File: config.mk
export PLATFORM = sky130hd
export DESIGN_NAME = wb_commit
export DESIGN_NICKNAME = d
export VERILOG_FILES = /design/src/rtl/wb_pkg.sv /design/src/rtl/load_align.sv /design/src/rtl/wb_commit.sv
export SDC_FILE = /design/constraint.sdc
export NUM_CORES = 1
export LEC_CHECK = 0
export BUFFER_PORTS_ARGS = -buffer_cell sky130_fd_sc_hd__buf_2
export CORE_MARGIN = 2
export CORE_UTILIZATION = 50
export CTS_CLUSTER_DIAMETER = 120
export CTS_CLUSTER_SIZE = 10
export DETAILED_ROUTE_END_ITERATION = 10
export PLACE_DENSITY_LB_ADDON = 0.3
export SLEW_MARGIN = 25
export SYNTH_ARGS = -nofsm -noshare
export SYNTH_HDL_FRONTEND = slang
export SYNTH_SLANG_ARGS = --single-unit
File: constraint.sdc
create_clock -name clk -period 3.95 [get_ports clk]
set_input_delay 0 -clock clk [delete_from_list [all_inputs] [get_ports clk]]
set_output_delay 0 -clock clk [all_outputs]
set_load 0.01 [all_outputs]
File: src/rtl/wb_pkg.sv
// Shared encodings for the writeback/commit stage: result selects, load
// funct3 codes and the commit FSM state type.
package wb_pkg;

    localparam logic [1:0] WB_SEL_ALU  = 2'd0;
    localparam logic [1:0] WB_SEL_LOAD = 2'd1;
    localparam logic [1:0] WB_SEL_PC4  = 2'd2;
    localparam logic [1:0] WB_SEL_NONE = 2'd3;

    localparam logic [2:0] F3_LB  = 3'd0;
    localparam logic [2:0] F3_LH  = 3'd1;
    localparam logic [2:0] F3_LW  = 3'd2;
    localparam logic [2:0] F3_LBU = 3'd4;
    localparam logic [2:0] F3_LHU = 3'd5;

    typedef enum logic {
        IDLE     = 1'b0,
        WAIT_MEM = 1'b1
    } wb_state_e;

endpackage

File: src/rtl/load_align.sv
// Combinational load extraction: picks the byte/half lane from the aligned
// memory word and sign/zero-extends it. Build with WB_MISALIGN_TRAP_EN to
// also get the misalignment flag.
module load_align
    import wb_pkg::*;
#(
    parameter int XLEN = 32
) (
    input  logic [XLEN-1:0] word,
    input  logic [1:0]      offset,
    input  logic [2:0]      funct3,
`ifdef WB_MISALIGN_TRAP_EN
    output logic            misaligned,
`endif
    output logic [XLEN-1:0] data
);

    logic [7:0]  byte_lane;
    logic [15:0] half_lane;

    // Half lane ignores offset[0]; a misaligned LH without the trap simply
    // reads the half it falls inside.
    always_comb begin
        case (offset)
            2'd0:    byte_lane = word[7:0];
            2'd1:    byte_lane = word[15:8];
            2'd2:    byte_lane = word[23:16];
            default: byte_lane = word[31:24];
        endcase
        half_lane = offset[1] ? word[31:16] : word[15:0];
    end

    always_comb begin
        case (funct3)
            F3_LB:   data = {{(XLEN-8){byte_lane[7]}}, byte_lane};
            F3_LH:   data = {{(XLEN-16){half_lane[15]}}, half_lane};
            F3_LBU:  data = {{(XLEN-8){1'b0}}, byte_lane};
            F3_LHU:  data = {{(XLEN-16){1'b0}}, half_lane};
            default: data = word;
        endcase
    end

`ifdef WB_MISALIGN_TRAP_EN
    // Reserved funct3 codes behave as LW, so they share its alignment rule.
    always_comb begin
        case (funct3)
            F3_LB, F3_LBU: misaligned = 1'b0;
            F3_LH, F3_LHU: misaligned = offset[0];
            default:       misaligned = (offset != 2'd0);
        endcase
    end
`endif

endmodule

File: src/rtl/wb_commit.sv
// Writeback/commit stage: selects ALU / load / PC+4 results, waits for load
// data and drives the register-file write port from registered outputs.
// Optional feature macro: WB_MISALIGN_TRAP_EN (adds misalign_err).
module wb_commit
    import wb_pkg::*;
#(
    parameter int XLEN = 32,
    parameter int RA_W = 5
) (
    input  logic            clk,
    input  logic            reset,
    input  logic            in_valid,
    output logic            in_ready,
    input  logic [RA_W-1:0] in_rd,
    input  logic [1:0]      in_wb_sel,
    input  logic [XLEN-1:0] in_alu_result,
    input  logic [XLEN-1:0] in_pc,
    input  logic [2:0]      in_funct3,
    input  logic            mem_rsp_valid,
    input  logic [XLEN-1:0] mem_rsp_data,
    output logic [RA_W-1:0] addr_rd,
    output logic [XLEN-1:0] data_rd,
    output logic            write_enable,
`ifdef WB_MISALIGN_TRAP_EN
    output logic            misalign_err,
`endif
    output logic            pend_valid,
    output logic [RA_W-1:0] pend_rd
);

    wb_state_e       state, state_next;
    logic [2:0]      ld_funct3, ld_funct3_next;
    logic [1:0]      ld_offset, ld_offset_next;
    logic [RA_W-1:0] addr_next, pend_rd_next;
    logic [XLEN-1:0] data_next, align_data;
    logic            we_next, pend_valid_next;
`ifdef WB_MISALIGN_TRAP_EN
    logic            align_misaligned, err_next;
`endif

    load_align #(.XLEN(XLEN)) u_align (
        .word       (mem_rsp_data),
        .offset     (ld_offset),
        .funct3     (ld_funct3),
`ifdef WB_MISALIGN_TRAP_EN
        .misaligned (align_misaligned),
`endif
        .data       (align_data)
    );

    // Response cycle keeps in_ready low, so the next accept lands one cycle later.
    assign in_ready = (state == IDLE);

    // NOTE: every output of this block gets a default first, so no path
    // through the case statements can infer a latch.
    always_comb begin
        state_next      = state;
        we_next         = 1'b0;
        addr_next       = addr_rd;
        data_next       = data_rd;
        pend_valid_next = pend_valid;
        pend_rd_next    = pend_rd;
        ld_funct3_next  = ld_funct3;
        ld_offset_next  = ld_offset;
`ifdef WB_MISALIGN_TRAP_EN
        err_next        = 1'b0;
`endif
        case (state)
            IDLE: begin
                if (in_valid) begin
                    case (in_wb_sel)
                        WB_SEL_ALU: begin
                            addr_next = in_rd;
                            data_next = in_alu_result;
                            we_next   = (in_rd != '0);
                        end
                        WB_SEL_PC4: begin
                            addr_next = in_rd;
                            data_next = in_pc + XLEN'(4);
                            we_next   = (in_rd != '0);
                        end
                        WB_SEL_LOAD: begin
                            state_next      = WAIT_MEM;
                            pend_valid_next = 1'b1;
                            pend_rd_next    = in_rd;
                            ld_funct3_next  = in_funct3;
                            ld_offset_next  = in_alu_result[1:0];
                        end
                        default: ;
                    endcase
                end
            end
            WAIT_MEM: begin
                if (mem_rsp_valid) begin
                    state_next      = IDLE;
                    pend_valid_next = 1'b0;
                    addr_next       = pend_rd;
                    data_next       = align_data;
`ifdef WB_MISALIGN_TRAP_EN
                    err_next        = align_misaligned;
                    we_next         = (pend_rd != '0) && !align_misaligned;
`else
                    we_next         = (pend_rd != '0);
`endif
                end
            end
            default: state_next = IDLE;
        endcase
    end

    // NOTE: sequential state uses non-blocking assignments so every register
    // samples the pre-edge values regardless of statement order.
    always_ff @(posedge clk) begin
        if (reset) begin
            state        <= IDLE;
            write_enable <= 1'b0;
            addr_rd      <= '0;
            data_rd      <= '0;
            pend_valid   <= 1'b0;
            pend_rd      <= '0;
            ld_funct3    <= '0;
            ld_offset    <= '0;
`ifdef WB_MISALIGN_TRAP_EN
            misalign_err <= 1'b0;
`endif
        end else begin
            state        <= state_next;
            write_enable <= we_next;
            addr_rd      <= addr_next;
            data_rd      <= data_next;
            pend_valid   <= pend_valid_next;
            pend_rd      <= pend_rd_next;
            ld_funct3    <= ld_funct3_next;
            ld_offset    <= ld_offset_next;
`ifdef WB_MISALIGN_TRAP_EN
            misalign_err <= err_next;
`endif
        end
    end

endmodule

; After elaboration in Yosys (flattened, before gate mapping)
; Index checks and enable logic that the tools add are counted.
[op_classes]
n_addsub = 1
n_eq_ne = 12
muxes = 23
n_bitwise = 1
n_reduce_logical = 10
[ops]
columns = operator, n
row1 = $pmux 32 s2, 2
row2 = $pmux 32 s4, 1
row3 = $mux 32, 2
row4 = $add 32x3->32 const B, 1
row5 = $pmux 8 s3, 1
row6 = $mux 16, 1
row7 = $mux 5, 3
row8 = $reduce_and 3->1, 4
row9 = $pmux 5 s2, 1
row10 = $reduce_bool 5->1, 2
row11 = $mux 1, 9
row12 = $eq 3x3->1 const B, 2
row13 = $ne 2x2->1 const B, 3
row14 = $pmux 1 s2, 3
row15 = $eq 2x1->1 const B, 2
row16 = $eq 2x2->1 const B, 2
row17 = $logic_not 2->1, 2
row18 = $eq 3x1->1 const B, 1
row19 = $logic_not 3->1, 1
row20 = $ne 3x1->1 const B, 1
row21 = $ne 2x1->1 const B, 1
row22 = $reduce_or 2->1, 1
row23 = $not 1->1, 1
[totals]
regBits = 50
wordCells = 55

; Depth between registers and ports, before layout
; Gate-level depths: netlist (run 1).
[logic_depth]
ltp_word = 5
ltp_mapped = 7
depth_no_buf = 6

; Modules after synthesis
; A second synthesis (run 1) with hierarchy kept.
[hier_totals]
hier_cells = 532
hier_area_um2 = 3716.1
[modules_own_cells]
columns = module, instances, cells_each, area_per_inst_um2
row1 = wb_commit, 1, 401, 2992.9
row2 = load_align, 1, 131, 723.2

; Worst setup path after synthesis (run 1)
; Ideal clock, no wire load.
[synth_path]
path_type = register -> register
start = register ld_offset[1]
end = register data_rd[16]
setup_time_ns = 0.138
arrival_ns = 1.493
required_ns = 3.812
slack_ns = 2.319
path_stages_with_launch = 6
synth_period_minus_slack_ns = 1.631
path_cell_list = dfxtp_1 mux4_2 o311ai_4 a31oi_4 nor2_1 a221oi_1
[synth_via]
elab_chain_len = 5
word_cells_on_any_way = 8
classes_between = eq/ne: 2 / mux: 5 / reduce/logical: 1
[synth_lines]
columns = item, line_no
row1 = start: declaration, wb_commit.sv:33  ; logic [1:0] ld_offset, ld_offset_next;
row2 = start signal: assignment, wb_commit.sv:134  ; ld_offset <= ld_offset_next;
row3 = "$eq 2x2->1, or another cell as far along", load_align.sv:24  ; case (offset)
row4 = $pmux 8 s3, load_align.sv:24
row5 = $pmux 32 s4 (*), load_align.sv:34  ; case (funct3)
row6 = $mux 32 (*), wb_commit.sv:94  ; if (mem_rsp_valid) begin
row7 = $pmux 32 s2 (*), wb_commit.sv:68  ; case (state)
row8 = end signal: assignment, wb_commit.sv:130  ; data_rd <= data_next;
row9 = end: declaration, wb_commit.sv:22  ; output logic [XLEN-1:0] data_rd,
; Mark *: on every way between the ends. The rest lies on a longest branch, timed or not. The select of a mux whose other input is x is not followed.
; A chain may end at the register's enable or synchronous reset.

; Worst setup path after layout (run 1)
[layout_path]
start = register state
end = register data_rd[10]
[layout_via]
elab_chain_len = 3
word_cells_on_any_way = 6
classes_between = eq/ne: 3 / mux: 1 / bitwise: 1 / reduce/logical: 1
[layout_lines]
columns = item, line_no
row1 = start: declaration, wb_commit.sv:31  ; wb_state_e state, state_next;
row2 = start signal: assignment, wb_commit.sv:127  ; state <= state_next;
row3 = $not 1->1, -
row4 = $ne 3x1->1 (no source line) / $ne 2x2->1 (equally long branches), -
row5 = $reduce_and 3->1 (no source line), -
; Several ways; a longest one is shown, not always the timed one.

==> results.md, run 1 <==
### Setup path
• 27 — critical path fanouts, max
• reg2reg — worst setup path category
• register — kind of launch point of the worst setup path
• 4.15 ns — data required time at the worst endpoint
• register — kind of capture point of the worst setup path
• 2.82 ns — Worst EP arrival

### Route
• 324 — Initial DRC Count
• 0 — Post-DRT Antenna Nets
• 6.211 — vias per std cell
• 4478 — detailed-route via count
• 18.50 um — average wire length per cell after detail routing
• 0 — DRC violation count after routing
• 13340 um — total wirelength of the detailed-routed design
• 5 — total iterations of the first detailed-routing run

### Timing
• 2.625 ns — final period demand of the worst path
• 1.325 ns — final worst setup slack
• 0 — pins over their slew limit
• false — setup repair after global routing missed its margin
• 0.01656 ns — Worst Skew
• 0.01654 ns — final hold slack
• 66.46% — Period Utilization, post-route
• 33.06% — Rel. slew slack
• 0 ns — Setup TNS
• 0 — final setup vio count
• 1.004 ns — transition time at the pin with the least slew margin
• 0 — final hold violations
• 380.9 MHz — timing-limited maximum frequency

### Placement
• 698 — Inst Count DP
• 0.9015 — gpl congestion
• 154 — quantity of I/O buffers inserted on ports
• 4404 um2 — placed inst area
• 1.389 ns — worst-case setup slack after placement
• 10030 um — post-detailed-placement half-perimeter wirelength

### Logic synthesis
• 0 — number of synthesized flops with an enable pin
• 0 — Yosys warning count
• 7.652 um2 — Post-Synthesis Mean Instance Area
• sky130_fd_sc_hd__dfxtp_1 28%, sky130_fd_sc_hd__nand2_1 7.8%, sky130_fd_sc_hd__a21oi_1 4.6% — largest cells by area after synthesis
• 67 — number of distinct standard cells referenced by the synthesized netlist
• 474 — post-synthesis cell count
• 585 — post-synth net total
• 27.60% — share of synthesized area occupied by flip-flops and latches
• sky130_fd_sc_hd__dfxtp_1 — predominant post-synthesis flop cell
• 0% — Synth async-reset ratio
• 3627 um2 — post-synthesis instance area
• 50 — flops & latches, synth
• sky130_fd_sc_hd__dfxtp_1 — largest area contributor in the netlist
• 27.60% — top-area cell type share of the netlist area

### Power and ir drop
• 0.4245 mW — Net Sw Power
• 1.245 mW — Total Power Consumption
• 26.7% — power share of the clock group
• 267.7 nW/um2 — power density of the placed cells
• 0.0001951 V — VDD IR max
• 34.10% — share of total power consumed by net switching
• 1.863 nW — Leakage Power
• 45.4% — fraction of power consumed by sequential logic
• 0.8204 mW — Int Pwr
• 27.9% — combinational cell fraction of total power

### Clocking
• sky130_fd_sc_hd__clkbuf_8 — master cell of the clock root buffer
• 50 — Num Clock Sinks
• done — clock tree from TritonCTS
• 2 — CTS max path bufs
• 5 — TritonCTS buffer count
• 0.32 ns — insertion delay of the later-clocked pin in the worst-skew pair
• 0 — Setup Buffers After CTS
• 0.11 ns — clock transition at the registers of the reported paths
• 2 — deepest level of the CTS H-tree

### Floorplan
• 50.82% — Starting Density
• 7952 um2 — total die area
• 7137 um2 — Placeable Area
• 155 — number of I/O pins
• 89.18 um — Horiz. Die Dim
• 31 — standard-cell rows
• 89.18 um — die height

### Global routing
• 19570 um — wire length of the first global-routing pass
• 34 — largest net degree at the start of global routing
• 31.92% — total global routing track utilization
• 0 — number of antenna violations at the first check in global routing
• 0 — final global-route overflow total
• 3933 — number of global-route vias before repair

### Final layout
• 0 — number of antenna cells inserted
• 721 — post-layout instance count excluding filler cells
• 154 x sky130_fd_sc_hd__buf_2, 75 x sky130_fd_sc_hd__nand2_1, 50 x sky130_fd_sc_hd__dfxtp_1, 33 x sky130_fd_sc_hd__a21oi_1, 32 x sky130_fd_sc_hd__nor2_1 — commonest cells after routing, fill and taps aside
• 65.16% — Core Util, Final
• 28.22% — area growth from synthesis to layout
• 4651 um2 — Post-Layout Inst Area
• 29.42% — proportion of layout cells with a drive suffix above 1
• sky130_fd_sc_hd__buf_2 — leading cell type in the layout, fill and taps excluded
• 732 — net count of the finished layout

### Run status
• finished clean — run status

### Run
• 0 — number of max-cap violations

### Hold path
• in2reg — worst min path class

## what timing repair did
item,4_1_cts,5_1_grt
resized for setup,0,0
endpoints found under the hold margin,14,0
hold buffers,15,0
## layer usage
metal / track usage [%] / share of wire (%)
met5: 0 / 0
met4: 11.67 / 2.8
met3: 4.432 / 8.1
met2: 49.23 / 46
met1: 45.45 / 43
## registers in the layout, summed over array words and instances (netlist names)
register	cells
pend_rd	5
data_rd	32
addr_rd	5
ld_offset	2
state	1
write_enable	1
pend_valid	1
ld_funct3	3
## critical path, stage by stage, from the launching register on
cell	delay [ns]
sky130_fd_sc_hd__dfxtp_1	0.62
sky130_fd_sc_hd__buf_4	0.38
sky130_fd_sc_hd__or3b_1	0.39
sky130_fd_sc_hd__nand2_1	0.41
sky130_fd_sc_hd__o21ai_0	0.44
sky130_fd_sc_hd__a2111o_1	0.17
sky130_fd_sc_hd__o211ai_1	0.09
## layout make-up
cell class                 count  area (um2)
clock buffer                   5       68.82
sequential                    50        1001
tap                           99       123.9
clock inverter                 3       27.53
multi-input combinational    381        2437
fill                         694        2486
inverter                       9       33.78
timing repair buffer         174       958.4
## power groups by stage
stage	sequential [mW]	clock, mW	combinational [mW]
floorplan	0.583	0	0.166
global placement	0.576	0	0.323
detailed placement	0.575	0	0.329
CTS	0.564	0.332	0.341
global route	0.568	0.356	0.375
finish	0.565	0.332	0.348
## synthesized netlist by cell type (all sizes together), types with 4 or more instances
master,count
nand4,15
a21oi,34
xor2,6
mux2i,10
o221ai,5
mux2,5
nor3,15
buf,17
inv,7
a2bb2oi,5
nor4,5
o21ai,21
nand2,75
dfxtp,50
o31ai,5
clkbuf,17
a32oi,4
xnor2,12
and4,7
nor2,32
a31oi,7
a211oi,13
a221oi,5
a211o,6
and3,4
and2,6
a22oi,4
o211ai,12
or3,5
a21o,5
nand3,14
## path summary, 6_finish.rpt
| kind | startpoint | endpoint | slack (ns) | cells past startpoint |
|---|---|---|---|---|
| setup / recovery | state | data_rd[10] | 1.32 | 6 |
| hold / removal | in_alu_result[13] | data_rd[13] | 0.02 | 3 |
| setup reg to reg | state | data_rd[10] | 1.32 | 6 |
| hold reg to reg | data_rd[24] | data_rd[24] | 0.46 | 2 |
## cells by family (layout without fill, tap and decap cells)
family | Yosys count | after routing | synth area share [%]
AND/OR/NAND/NOR | 192 | 192 | 26.70
AO/OA/AOI/OAI | 154 | 154 | 30.87
flip-flops | 50 | 50 | 27.60
buffers and inverters | 43 | 191 | 5.209
XOR/XNOR | 18 | 18 | 4.346
multiplexers | 16 | 16 | 4.933
adder cells (fa/ha/maj) | 1 | 1 | 0.3449
No activity file was read; power rests on OpenSTA's default activity.
==> inputs of run 2 (changes only) <==
--- a/config.mk
+++ b/config.mk
@@ -7,7 +7,7 @@
 export LEC_CHECK = 0
 export BUFFER_PORTS_ARGS = -buffer_cell sky130_fd_sc_hd__buf_2
 export CORE_MARGIN = 2
-export CORE_UTILIZATION = 50
+export CORE_UTILIZATION = 49
 export CTS_CLUSTER_DIAMETER = 120
 export CTS_CLUSTER_SIZE = 10
 export DETAILED_ROUTE_END_ITERATION = 10
==> constraint.sdc (replaced) <==
create_clock -name clk -period 2.7 [get_ports clk]
set_input_delay 0 -clock clk [delete_from_list [all_inputs] [get_ports clk]]
set_output_delay 0 -clock clk [all_outputs]
set_load 0.01 [all_outputs]
==> results.md, run 2 (synthesized netlist as in run 1, its figures left out) <==
### Run status
• finished clean — run status

### Clocking
• 5 — TritonCTS buffer count, unchanged
• done — clock tree from TritonCTS
• 50 — Num Clock Sinks, unchanged
• 0.10 ns — clock transition at the registers of the reported paths, about the same
• sky130_fd_sc_hd__clkbuf_8 — master cell of the clock root buffer
• 0.32 ns — insertion delay of the later-clocked pin in the worst-skew pair, about the same
• 2 — deepest level of the CTS H-tree, unchanged
• 2 — CTS max path bufs, unchanged
• 0 — post-cts gate resize count, unchanged

### Power and ir drop
• 28.3% — combinational cell fraction of total power, +0.4 points
• 33.37% — share of total power consumed by net switching, -0.72 points
• 391.6 nW/um2 — power density of the placed cells, +46%
• 1.892 nW — Leakage Power, +1.6%
• 1.838 mW — Total Power Consumption, +48%
• 0.6134 mW — Net Sw Power, +44%
• 26.8% — power share of the clock group, about the same
• 1.224 mW — Int Pwr, +49%
• 0.0003715 V — VDD IR max, +90%
• 44.9% — fraction of power consumed by sequential logic, -0.5 points

### Placement
• 10360 um — post-detailed-placement half-perimeter wirelength, +3.2%
• 154 — quantity of I/O buffers inserted on ports, unchanged
• 0.9463 — gpl congestion, +5.0%
• 0.6164 ns — worst-case setup slack after placement, -0.7723 ns

### Setup path
• reg2reg — worst setup path category
• 0.60 ns — reg2reg setup slack, -0.72 ns
• ld_offset[1] — launching point of the worst reg2reg path
• 5 — FF-to-FF path depth, -1
• register — kind of launch point of the worst setup path
• 2.89 ns — data required time at the worst endpoint, -1.26 ns
• data_rd[16] — endpoint of the worst-slack reg-to-reg timing path
• 10 — critical path fanouts, max, -63%
• 2.29 ns — Worst EP arrival, -0.53 ns
• register — kind of capture point of the worst setup path

### Timing
• 0 ns — Setup TNS, unchanged
• 0.01103 ns — Worst Skew, -0.005528 ns
• 0 — final hold violations, unchanged
• 0.9057 ns — transition time at the pin with the least slew margin, -0.09832 ns
• false — setup repair after global routing missed its margin
• 0.6041 ns — final worst setup slack, -0.7208 ns
• 2.096 ns — final period demand of the worst path, -0.5292 ns
• 0 — final setup vio count, unchanged
• 0 — pins over their slew limit, unchanged
• 39.46% — Rel. slew slack, +6.4 points
• 77.63% — Period Utilization, post-route, +11 points
• 477.1 MHz — timing-limited maximum frequency, +25%

### Route
• 6.088 — vias per std cell, -2.0%
• 0 — Post-DRT Antenna Nets, unchanged
• 0 — DRC violation count after routing, unchanged
• 18.82 um — average wire length per cell after detail routing, +1.7%
• 13680 um — total wirelength of the detailed-routed design, +2.5%
• 393 — Initial DRC Count, +21%
• 6 — total iterations of the first detailed-routing run, +1
• 4426 — detailed-route via count, -1.2%

### Final layout
• 154 x sky130_fd_sc_hd__buf_2, 75 x sky130_fd_sc_hd__nand2_1, 50 x sky130_fd_sc_hd__dfxtp_1, 33 x sky130_fd_sc_hd__a21oi_1, 32 x sky130_fd_sc_hd__nor2_1 — commonest cells after routing, fill and taps aside
• 29.39% — area growth from synthesis to layout
• data_rd x32, addr_rd x5, pend_rd x5 — biggest registers after layout
• 30.41% — proportion of layout cells with a drive suffix above 1, +0.99 points
• 691 — count of filler cells inserted in the layout, -0.43%
• 738 — net count of the finished layout, +0.82%
• data_rd — register with the most flip-flops
• 0 — number of antenna cells inserted, unchanged
• 32 — max FFs per register, unchanged
• sky130_fd_sc_hd__buf_2 — leading cell type in the layout, fill and taps excluded

### Hold path
• in_alu_result[13] — startpoint of the tightest hold check path
• data_rd[13] — Worst Hold End
• in2reg — worst min path class
• 3 — depth of the worst hold-timing path, unchanged

### Global routing
• 34 — largest net degree at the start of global routing, unchanged
• 4156 — number of global-route vias before repair, +5.7%
• 0 — final global-route overflow total, unchanged
• 32.97% — total global routing track utilization, +1.0 points
• 21750 um — wire length of the first global-routing pass, +11%
• 0 — number of antenna violations at the first check in global routing, unchanged

### Floorplan
• 7214 um2 — Placeable Area, +1.1%
• 8106 um2 — total die area, +1.9%
• 90.04 um — Horiz. Die Dim, +0.96%
• 50.28% — Starting Density, -0.55 points
• 90.04 um — die height, +0.96%
• 155 — number of I/O pins, unchanged
• 31 — standard-cell rows, unchanged

### Run
• 0 — number of max-cap violations, unchanged

[run 2: changes by cell type in the layout (fill, tap and decap cells not counted)]
cell and change:
sky130_fd_sc_hd__dlygate4sd3_1 -2, sky130_fd_sc_hd__inv_8 -1, sky130_fd_sc_hd__clkbuf_8 +1, sky130_fd_sc_hd__buf_4 +8
[run 2: critical path, cell delays in order, from the launching register on]
cell and delay [ns]:
sky130_fd_sc_hd__dfxtp_1 0.58, sky130_fd_sc_hd__mux4_2 0.59, sky130_fd_sc_hd__o311ai_4 0.19, sky130_fd_sc_hd__a31oi_4 0.26, sky130_fd_sc_hd__nor2_1 0.25, sky130_fd_sc_hd__a221oi_1 0.11
[run 2: how the worst max path moves through the flow]
stage | start | end | slack [ns] | cells past startpoint
finish | ld_offset[1] | data_rd[16] | 0.60 | 5
global route | ld_offset[1] | data_rd[16] | 0.50 | 5
CTS | ld_offset[1] | data_rd[16] | 0.61 | 5
detailed placement | ld_offset[1] | data_rd[16] | 0.62 | 5
global placement | ld_funct3[1] | data_rd[7] | 0.68 | 5
floorplan | ld_offset[1] | data_rd[16] | 1.07 | 5
[run 2: metal layers]
layer  vias up  track usage, %  wire, um
met4         0           9.872       384
met1      2040           43.25      5651
met2       258           54.82      6367
met3        36           6.622      1278
li1       2092               -         -
met5         -               0         0
[run 2: timing repair]
action,4_1_cts,5_1_grt
endpoints found under the hold margin,13,0
buffers inserted,0,0
hold buffers,13,0
[run 2: layout make-up]
class	count	area (um2)	area share [%]
clock buffer	6	82.58	1.760
multi-input combinational	381	2437	51.93
clock inverter	2	16.27	0.3466
timing repair buffer	180	998.5	21.27
sequential	50	1001	21.33
tap	99	123.9	2.639
inverter	9	33.78	0.7198
[run 2: power by group through the flow]
stage | sequential, mW | combinational, mW | clock, mW
after global routing | 0.831 | 0.562 | 0.523
after CTS | 0.825 | 0.512 | 0.488
after global placement | 0.841 | 0.489 | 0
final | 0.826 | 0.520 | 0.492
after detailed placement | 0.841 | 0.495 | 0
after floorplan | 0.852 | 0.243 | 0
[run 2: per-stage QoR]
stage	cells	area, um2	util (%)	hold WS (ns)
final	727	4693	65.05	0.007095
after global routing	727	4693	65.05	0.01358
after CTS	727	4693	65.05	0.009722
after detailed placement	706	4464	61.88	0.2503
after global placement	706	4464	61.88	0.2483
after floorplan	474	3627	-	0.1360
==> inputs of run 3 (changes only) <==
==> constraint.sdc (replaced) <==
create_clock -name clk -period 2.1 [get_ports clk]
set_input_delay 0 -clock clk [delete_from_list [all_inputs] [get_ports clk]]
set_output_delay 0 -clock clk [all_outputs]
set_load 0.01 [all_outputs]
==> results.md, run 3 (synthesized netlist as in run 1, its figures left out) <==
### Run status
• finished clean — run status

### Route
• 0 — DRC violation count after routing, unchanged
• 18.90 um — average wire length per cell after detail routing, +0.44%
• 13910 um — total wirelength of the detailed-routed design, +1.7%
• 6.239 — vias per std cell, +2.5%
• 6522 um — met2 wire length, +2.4%
• 5 — total iterations of the first detailed-routing run, -1
• 5737 um — sum of routed wire segments on met1, +1.5%
• 455 — Initial DRC Count, +16%
• 1132 um — total length of routed met3 wires, -11%
• 0 — Post-DRT Antenna Nets, unchanged
• met4 — topmost layer with routed signal wires
• 4592 — detailed-route via count, +3.8%

### Setup path
• register — kind of capture point of the worst setup path
• 0.62 ns — slowest stage delay, CP, +0.03 ns
• register — kind of launch point of the worst setup path
• 2.19 ns — Worst EP arrival, -0.10 ns
• 4 — FF-to-FF path depth, -1
• 11 — critical path fanouts, max, +1
• sky130_fd_sc_hd__or3b_2 — Worst path slowest cell
• reg2reg — worst setup path category
• 2.29 ns — data required time at the worst endpoint, -0.60 ns
• buf_4 -> or3b_2 -> o41ai_1 -> o21ai_0 — cells along the critical path

### Clocking
• 0.31 ns — insertion delay of the later-clocked pin in the worst-skew pair, about the same
• done — clock tree from TritonCTS
• 5 — TritonCTS buffer count, unchanged
• 0 — post-cts gate resize count, unchanged
• 2 — CTS max path bufs, unchanged
• sky130_fd_sc_hd__clkbuf_8 — master cell of the clock root buffer
• 2 — deepest level of the CTS H-tree, unchanged
• 50 — Num Clock Sinks, unchanged
• 0.10 ns — clock transition at the registers of the reported paths, about the same
• 0 — Setup Buffers After CTS, unchanged

### Timing
• false — setup repair after global routing missed its margin
• 0 — pins over their slew limit, unchanged
• 40.76% — Rel. slew slack, +1.3 points
• 0.8853 ns — transition time at the pin with the least slew margin, -0.02040 ns
• 0.009490 ns — Worst Skew, -0.001543 ns
• 0.01169 ns — final hold slack, +0.004600 ns
• 0 — final setup vio count, unchanged
• 499.0 MHz — timing-limited maximum frequency, +4.6%
• 2.004 ns — final period demand of the worst path, -0.09202 ns
• 95.42% — Period Utilization, post-route, +18 points
• 0 ns — Setup TNS, unchanged
• 0 — final hold violations, unchanged

### Global routing
• 22070 um — wire length of the first global-routing pass, +1.5%
• 33 — largest net degree at the start of global routing, -2.9%
• 0 — number of antenna violations at the first check in global routing, unchanged
• 4313 — number of global-route vias before repair, +3.8%
• 0 — final global-route overflow total, unchanged
• 33.56% — total global routing track utilization, +0.59 points

### Placement
• 0.9324 — gpl congestion, -1.5%
• 154 — quantity of I/O buffers inserted on ports, unchanged
• 4524 um2 — placed inst area, +1.3%
• 10730 um — post-detailed-placement half-perimeter wirelength, +3.6%

### Power and ir drop
• 0.0003304 V — VDD IR max, -11%
• 497.1 nW/um2 — power density of the placed cells, +27%
• 1.937 nW — Leakage Power, +2.3%
• 2.367 mW — Total Power Consumption, +29%

### Floorplan
• 90.04 um — Horiz. Die Dim, unchanged
• 90.04 um — die height, unchanged
• 31 — standard-cell rows, unchanged
• 50.28% — Starting Density, unchanged
• 7214 um2 — Placeable Area, unchanged
• 8106 um2 — total die area, unchanged
• 155 — number of I/O pins, unchanged

### Final layout
• 0 — number of antenna cells inserted, unchanged
• sky130_fd_sc_hd__buf_2 — leading cell type in the layout, fill and taps excluded
• 31.29% — area growth from synthesis to layout
• 66.01% — Core Util, Final, +0.95 points
• data_rd x32, addr_rd x5, pend_rd x5 — biggest registers after layout
• 32 — max FFs per register, unchanged
• 4762 um2 — Post-Layout Inst Area, +1.5%
• 694 — count of filler cells inserted in the layout, +0.43%
• 154 x sky130_fd_sc_hd__buf_2, 75 x sky130_fd_sc_hd__nand2_1, 50 x sky130_fd_sc_hd__dfxtp_1, 33 x sky130_fd_sc_hd__a21oi_1, 32 x sky130_fd_sc_hd__nor2_1 — commonest cells after routing, fill and taps aside
• 31.24% — proportion of layout cells with a drive suffix above 1, +0.83 points
• data_rd — register with the most flip-flops
• 747 — net count of the finished layout, +1.2%

### Run
• 0 — number of max-cap violations, unchanged

### Hold path
• 3 — depth of the worst hold-timing path, unchanged
• in2reg — worst min path class

==> run 3: changes by cell type in the layout (fill, tap and decap cells not counted) <==
cell                            before  now
sky130_fd_sc_hd__buf_4              13   21
sky130_fd_sc_hd__clkbuf_8            6    5
sky130_fd_sc_hd__clkinv_4            0    2
sky130_fd_sc_hd__clkinvlp_4          1    0
sky130_fd_sc_hd__dlygate4sd3_1      13   14
sky130_fd_sc_hd__inv_6               1    0
sky130_fd_sc_hd__inv_8               0    1
==> run 3: stage by stage <==
step | std cells | worst slack [ns]
after floorplan | 474 | 0.4691
after global placement | 714 | 0.1199
after detailed placement | 714 | 0.1313
after CTS | 736 | 0.09877
after global routing | 736 | 0.01667
final | 736 | 0.09614
==> run 3: routing by layer <==
layer	vias to the layer above	global-route usage, %
li1	2128	-
met1	2137	43.48
met2	281	57.02
met3	46	4.610
met4	0	12.18
met5	-	0
==> run 3: final timing paths <==
path / slack (ns) / endpoint / startpoint
setup / recovery: 0.1 / data_rd[25] / state
hold / removal: 0.01 / data_rd[13] / in_alu_result[13]
setup reg to reg: 0.1 / data_rd[25] / state
hold reg to reg: 0.46 / data_rd[19] / data_rd[19]
==> run 3: timing repair <==
| action | in CTS | in global routing |
|---|---|---|
| hold endpoints to repair | 14 | 0 |
| hold buffers | 14 | 0 |
| endpoints found under the setup margin | 0 | 0 |
==> run 3: area by class of cell <==
type	instances	area, um2	share of cell area [%]
Clock inverter	3	28.78	0.6043
Clock buffer	5	68.82	1.445
Tap cell	99	123.9	2.601
Timing Repair Buffer	189	1069	22.44
Sequential cell	50	1001	21.02
Inverter	9	33.78	0.7094
Multi-Input combinational cell	381	2437	51.18
==> run 3: where the power goes <==
group          internal (mW)  switching, mW  leakage [nW]
logic                  0.298          0.387          1.48
registers               1.01         0.0434         0.410
clock network          0.248          0.378        0.0502
==> run 3: worst max-delay path: cells and delay by family, from the launching register on <==
kind                   cells  cell delay [ns]
DFF                        1             0.34
and+or+nand+nor            1             0.62
AOI/OAI and AO/OA          2             0.74
buffers and inverters      1             0.18
